`src/rtl/fetch_pkg.sv`:
```
// Shared definitions for the instruction-fetch stage: default widths,
// the opcode field position, opcode constants, the run-state enumeration
// and a small opcode decode helper.
package fetch_pkg;

  localparam int ADDR_W_DEF = 5;
  localparam int DATA_W_DEF = 32;

  // Opcode field sits in the top six bits of every instruction
  localparam int OPC_MSB = 31;
  localparam int OPC_LSB = 26;
  localparam int OPC_W   = OPC_MSB - OPC_LSB + 1;

  localparam logic [OPC_W-1:0] OP_ADD    = 6'b000000;
  localparam logic [OPC_W-1:0] OP_SHIFTL = 6'b000001;
  localparam logic [OPC_W-1:0] OP_ADDI   = 6'b000010;
  localparam logic [OPC_W-1:0] OP_SUBI   = 6'b000011;
  localparam logic [OPC_W-1:0] OP_BEQ    = 6'b000100;
  localparam logic [OPC_W-1:0] OP_J      = 6'b000110;

  typedef enum logic [1:0] {
    ST_IDLE   = 2'b00,
    ST_RUN    = 2'b01,
    ST_HALTED = 2'b10
  } run_state_e;

  // True when the opcode field of an instruction encodes an unconditional jump
  function automatic logic is_jump(input logic [OPC_W-1:0] opc);
    return (opc == OP_J);
  endfunction

endpackage

```
`src/rtl/fetch_ctrl.sv`:
```
// Run-control state machine for the fetch stage (IDLE / RUN / HALTED).
// Produces the fetch enable (an IF/ID load this cycle) and the valid-clear
// control (drop whatever is in IF/ID). Stall alone produces neither, so
// the IF/ID register simply holds.
module fetch_ctrl
  import fetch_pkg::*;
(
  input  logic clk,
  input  logic rst_n,
  input  logic start,
  input  logic halt_req,
  input  logic stall,
  input  logic redirect_valid,
  output logic fetch_en,
  output logic clear_valid,
  output logic running
);

  run_state_e state_q;
  run_state_e state_d;

  // Run-state register
  always_ff @(posedge clk or negedge rst_n) begin
    if (!rst_n) begin
      state_q <= ST_IDLE;
    end else begin
      state_q <= state_d;
    end
  end

  // Next-state logic; halt_req beats a simultaneous start while running
  always_comb begin
    state_d = state_q;
    case (state_q)
      ST_IDLE: begin
        if (start) state_d = ST_RUN;
        else       state_d = ST_IDLE;
      end
      ST_RUN: begin
        if (halt_req) state_d = ST_HALTED;
        else          state_d = ST_RUN;
      end
      ST_HALTED: begin
        if (start) state_d = ST_RUN;
        else       state_d = ST_HALTED;
      end
      default: state_d = ST_IDLE;
    endcase
  end

  // Fetch and flush controls; a halt request cancels the fetch of its own cycle
  always_comb begin
    fetch_en    = 1'b0;
    clear_valid = 1'b0;
    if (redirect_valid) begin
      clear_valid = 1'b1;
    end else if (state_q != ST_RUN || halt_req) begin
      clear_valid = 1'b1;
    end else if (!stall) begin
      fetch_en = 1'b1;
    end else begin
      fetch_en    = 1'b0;
      clear_valid = 1'b0;
    end
  end

  assign running = (state_q == ST_RUN);

endmodule

```
`src/rtl/fetch_unit.sv`:
```
// Instruction-fetch stage: holds the PC, addresses the combinational
// instruction memory with it and registers the returned word into the
// IF/ID register. Optional build macro FETCH_EARLY_JUMP_EN resolves
// unconditional jumps in fetch (the jump slot becomes a bubble and the PC
// goes straight to the jump target).
module fetch_unit
  import fetch_pkg::*;
#(
  parameter int ADDR_W   = ADDR_W_DEF,
  parameter int DATA_W   = DATA_W_DEF,
  parameter int RESET_PC = 0
) (
  input  logic              clk,
  input  logic              rst_n,
  input  logic              start,
  input  logic              halt_req,
  input  logic              stall,
  input  logic              redirect_valid,
  input  logic [ADDR_W-1:0] redirect_target,
  output logic [ADDR_W-1:0] imem_addr,
  input  logic [DATA_W-1:0] imem_instr,
  output logic              if_valid,
  output logic [DATA_W-1:0] if_instr,
  output logic [ADDR_W-1:0] if_pc,
  output logic              running
);

  localparam logic [ADDR_W-1:0] PC_ONE = {{(ADDR_W-1){1'b0}}, 1'b1};

  logic              fetch_en;
  logic              clear_valid;
  logic              early_jump;

  logic [ADDR_W-1:0] pc_q,       pc_d;
  logic              if_valid_q, if_valid_d;
  logic [DATA_W-1:0] if_instr_q, if_instr_d;
  logic [ADDR_W-1:0] if_pc_q,    if_pc_d;

  fetch_ctrl u_ctrl (
    .clk            (clk),
    .rst_n          (rst_n),
    .start          (start),
    .halt_req       (halt_req),
    .stall          (stall),
    .redirect_valid (redirect_valid),
    .fetch_en       (fetch_en),
    .clear_valid    (clear_valid),
    .running        (running)
  );

`ifdef FETCH_EARLY_JUMP_EN
  // A jump fetched on an unstalled, non-redirected cycle is consumed here
  assign early_jump = fetch_en && is_jump(imem_instr[OPC_MSB:OPC_LSB]);
`else
  // Jumps travel down the pipe and come back as a redirect
  assign early_jump = 1'b0;
`endif

  // Next PC: redirect first, then jump target or sequential increment on a fetch
  always_comb begin
    pc_d = pc_q;
    if (redirect_valid) begin
      pc_d = redirect_target;
    end else if (early_jump) begin
      pc_d = imem_instr[ADDR_W-1:0];
    end else if (fetch_en) begin
      pc_d = pc_q + PC_ONE;
    end else begin
      pc_d = pc_q;
    end
  end

  // IF/ID next values: load on fetch, clear valid on flush/idle, else hold
  always_comb begin
    if_valid_d = if_valid_q;
    if_instr_d = if_instr_q;
    if_pc_d    = if_pc_q;
    if (fetch_en && !early_jump) begin
      if_valid_d = 1'b1;
      if_instr_d = imem_instr;
      if_pc_d    = pc_q;
    end else if (fetch_en || clear_valid) begin
      if_valid_d = 1'b0;
    end else begin
      if_valid_d = if_valid_q;
    end
  end

  // PC and IF/ID pipeline registers
  always_ff @(posedge clk or negedge rst_n) begin
    if (!rst_n) begin
      pc_q       <= ADDR_W'(RESET_PC);
      if_valid_q <= 1'b0;
      if_instr_q <= '0;
      if_pc_q    <= '0;
    end else begin
      pc_q       <= pc_d;
      if_valid_q <= if_valid_d;
      if_instr_q <= if_instr_d;
      if_pc_q    <= if_pc_d;
    end
  end

  assign imem_addr = pc_q;
  assign if_valid  = if_valid_q;
  assign if_instr  = if_instr_q;
  assign if_pc     = if_pc_q;

endmodule
```
`config.mk`:
```
export PLATFORM = sky130hd
export DESIGN_NAME = fetch_unit
export DESIGN_NICKNAME = d
export VERILOG_FILES = /design/src/rtl/fetch_pkg.sv /design/src/rtl/fetch_ctrl.sv /design/src/rtl/fetch_unit.sv
export SDC_FILE = /design/constraint.sdc
export NUM_CORES = 1
export LEC_CHECK = 0
export BUFFER_PORTS_ARGS = -buffer_cell sky130_fd_sc_hd__buf_2
export CAP_MARGIN = 40
export CORE_MARGIN = 3
export CORE_UTILIZATION = 45
export CTS_CLUSTER_DIAMETER = 30
export DETAILED_ROUTE_END_ITERATION = 8
export PLACE_DENSITY = 0.77
export SLEW_MARGIN = 10
export SYNTH_ARGS = -nofsm -noshare
export SYNTH_HDL_FRONTEND = slang
export SYNTH_SLANG_ARGS = --single-unit
```
`constraint.sdc`:
```
create_clock -name clk -period 2.5 [get_ports clk]
set_input_delay 0.375 -clock clk [delete_from_list [all_inputs] [get_ports clk]]
set_output_delay 0.375 -clock clk [all_outputs]
set_load 0.01 [all_outputs]
```
==> impl_metrics.ini <==
[status]
status = finished, final reports clean

[timing]
hold_viol = 0
setup_violations = 0
slew_violations = 0
finalCriticalPeriod_ps = 2110
slew_headroom = 0.686
hold_ws_ps = 34.9
fin_ws_ps = 391
skew_ps = 5.44
rsz0062_at_grt = no
tightest_slew_ps = 470
fmax_ghz = 0.474
fin_crit_sh = 0.844
finalSetupTns_ps = 0

[critical_path]
reg2reg_depth = 4
crit_type = reg -> reg
crit_slowest_cell = or4b_1
crit_arrival_ps = 2280
rrSetupSlack_ps = 390
r2r-end = if_instr[17]
r2r_start = u_ctrl.state_q[1]
crit_chain = or4b_1 -> nor2_8 -> buf_4 -> mux2_2
slowest_delay_ps = 740
startpoint_type = flop
critPathMaxFanout = 21
cp-end-kind = flop
cp.required_ps = 2670

[synth]
synth-seq-cells = 45
synth_edf_count = 0
netlist_top_cells_area = dfrtp_1 (59%), mux2_4 (15%), mux2_2 (11%), buf_12 (3.1%), o21ai_0 (1.6%)
synthCells = 123
synth_top_area_cell = dfrtp_1
synth_most_common_cell = dfrtp_1
netlist_area_mm2 = 0.00192
async_reset_ff_frac = 1.00
syn_area_per_cell_um2 = 15.6
synth_nets = 167
synth_commonest_cells = dfrtp_1 (45), mux2_2 (19), mux2_4 (19)
synth-main-ff-cell = dfrtp_1
synth_seq_area_share = 0.586
synth_cell_types = 21
synth_top_cell_area_share = 0.586
yosysWarnings = 0

[clocking]
clock_latency_ps = 290
cts_inserted_buffers = 5
htreeDepth = 2
clk_pin_slew_worst_paths_ps = 80
cts_sinks = 45
cts_setup_buffers = 0
ctsHoldBuffers = 0
clockBufferDepth = 2
ctsResizeCount = 0
cts_tree = built
clockRootBuffer = clkbuf_8

[layout]
nets = 257
area_growth_pct = 29.3
fin_util = 0.612
fin_area_mm2 = 0.00248
drive_above_1_share = 0.636
fillCellCount = 328
antennaDiodeCount = 0

[place]
gp_congestion = 0.713
dp.final_hpwl_um = 2900
postPlaceCellArea_mm2 = 0.00237
post-place-ws_ps = 267
numPortBuffers = 86

[route]
drc = 0
route.final.wire_length_um = 3780
first_iter_violations = 58
vias = 1299
drtPass1Iterations = 4
final_antenna_net_count = 0
wl_per_cell_um = 14.3
via_per_inst = 4.92

[power_and_ir_drop]
ir_drop_mv = 0.374
leakagePower_nw = 1.28
pwr_density_cell_mw_per_mm2 = 1000

[grt]
grt_pass1_vias = 1280
antenna_found_initial = 0
grt_pass1_wl_um = 6150
grt_max_degree = 26
grt-ovfl-total = 0
groute.usage.overall = 0.155

[flow_run]
maxCapViolCount = 0

[die]
die_w_um = 71.3
die_area_mm2 = 0.00509
fp-row-count = 23
die_y_um = 71.3
core_mm2 = 0.00406
io_pins = 87
initial_utilization = 0.473

[min_path]
hold_path.class = in -> async
placed cells by master, fill, tap and decap left out, types with 2 or more instances in the layout:
| cell | count |
|---|---|
| nand2_1 | 6 |
| mux2_2 | 19 |
| dfrtp_1 | 45 |
| nor2_1 | 2 |
| buf_4 | 2 |
| o21ai_0 | 6 |
| buf_2 | 86 |
| clkbuf_8 | 6 |
| mux2_4 | 19 |
| or4_1 | 3 |
| nor2b_1 | 4 |
| nand3_1 | 5 |
cells by family after synthesis:
logic type                 count (synthesis)  synth area share
DFF                                       45             0.586
buffers and inverters                      7            0.0449
AOI/OAI and AO/OA                          7            0.0202
adders and majority gates                  1           0.00651
and+or+nand+nor                           23            0.0723
muxes                                     39             0.265
xor gates and xnor gates                   1           0.00456
stage by stage:
step / total power, mW / instances
finish: 2.49 / 264
global route: 2.64 / 264
CTS: 2.53 / 264
detailed placement: 1.97 / 256
global placement: 1.93 / 255
floorplan: 1.59 / 123
routing by layer:
layer  routed length [um]  up-vias  GRT usage
li1                     -      609          -
met1                 1550      636      0.201
met2                 1930       49      0.254
met3                  241        5     0.0309
met4                   59        0     0.0689
met5                    0        -          0
layout make-up:
type,instances,area [um^2],share of cell area
Multi-Input combinational cell,71,708,0.285
Inverter,1,3.75,0.00151
Tap cell,50,62.6,0.0252
Clock inverter,1,30.0,0.0121
Timing Repair Buffer,89,465,0.187
Sequential cell,45,1130,0.454
Clock buffer,7,86.3,0.0348
where the power goes:
group          internal, mW  switching, mW
sequential            0.985          0.140
clock                 0.326          0.225
combinational         0.463          0.349
total                  1.77          0.714
worst max-delay path, delay by kind of cell (launching register included):
| family | cells | cell delay (ps) |
|---|---|---|
| buf+inv | 1 | 310 |
| flops | 1 | 410 |
| mux | 1 | 380 |
| simple gates | 2 | 900 |
how the worst max path moves through the flow:
stage	start	end	slack, ps
after detailed placement	halt_req	if_instr[17]	270
after global routing	u_ctrl.state_q[1]	if_instr[22]	320
after global placement	halt_req	if_instr[22]	300
after floorplan	halt_req	if_instr[0]	670
final	u_ctrl.state_q[1]	if_instr[17]	390
after CTS	u_ctrl.state_q[1]	if_instr[17]	370
flip-flops by register name, summed over array words and instances (netlist names):
register	cells
if_instr	32
if_pc	5
u_ctrl.state_q	2
if_valid	1
imem_addr	5
(Power assumes the default switching activity.)
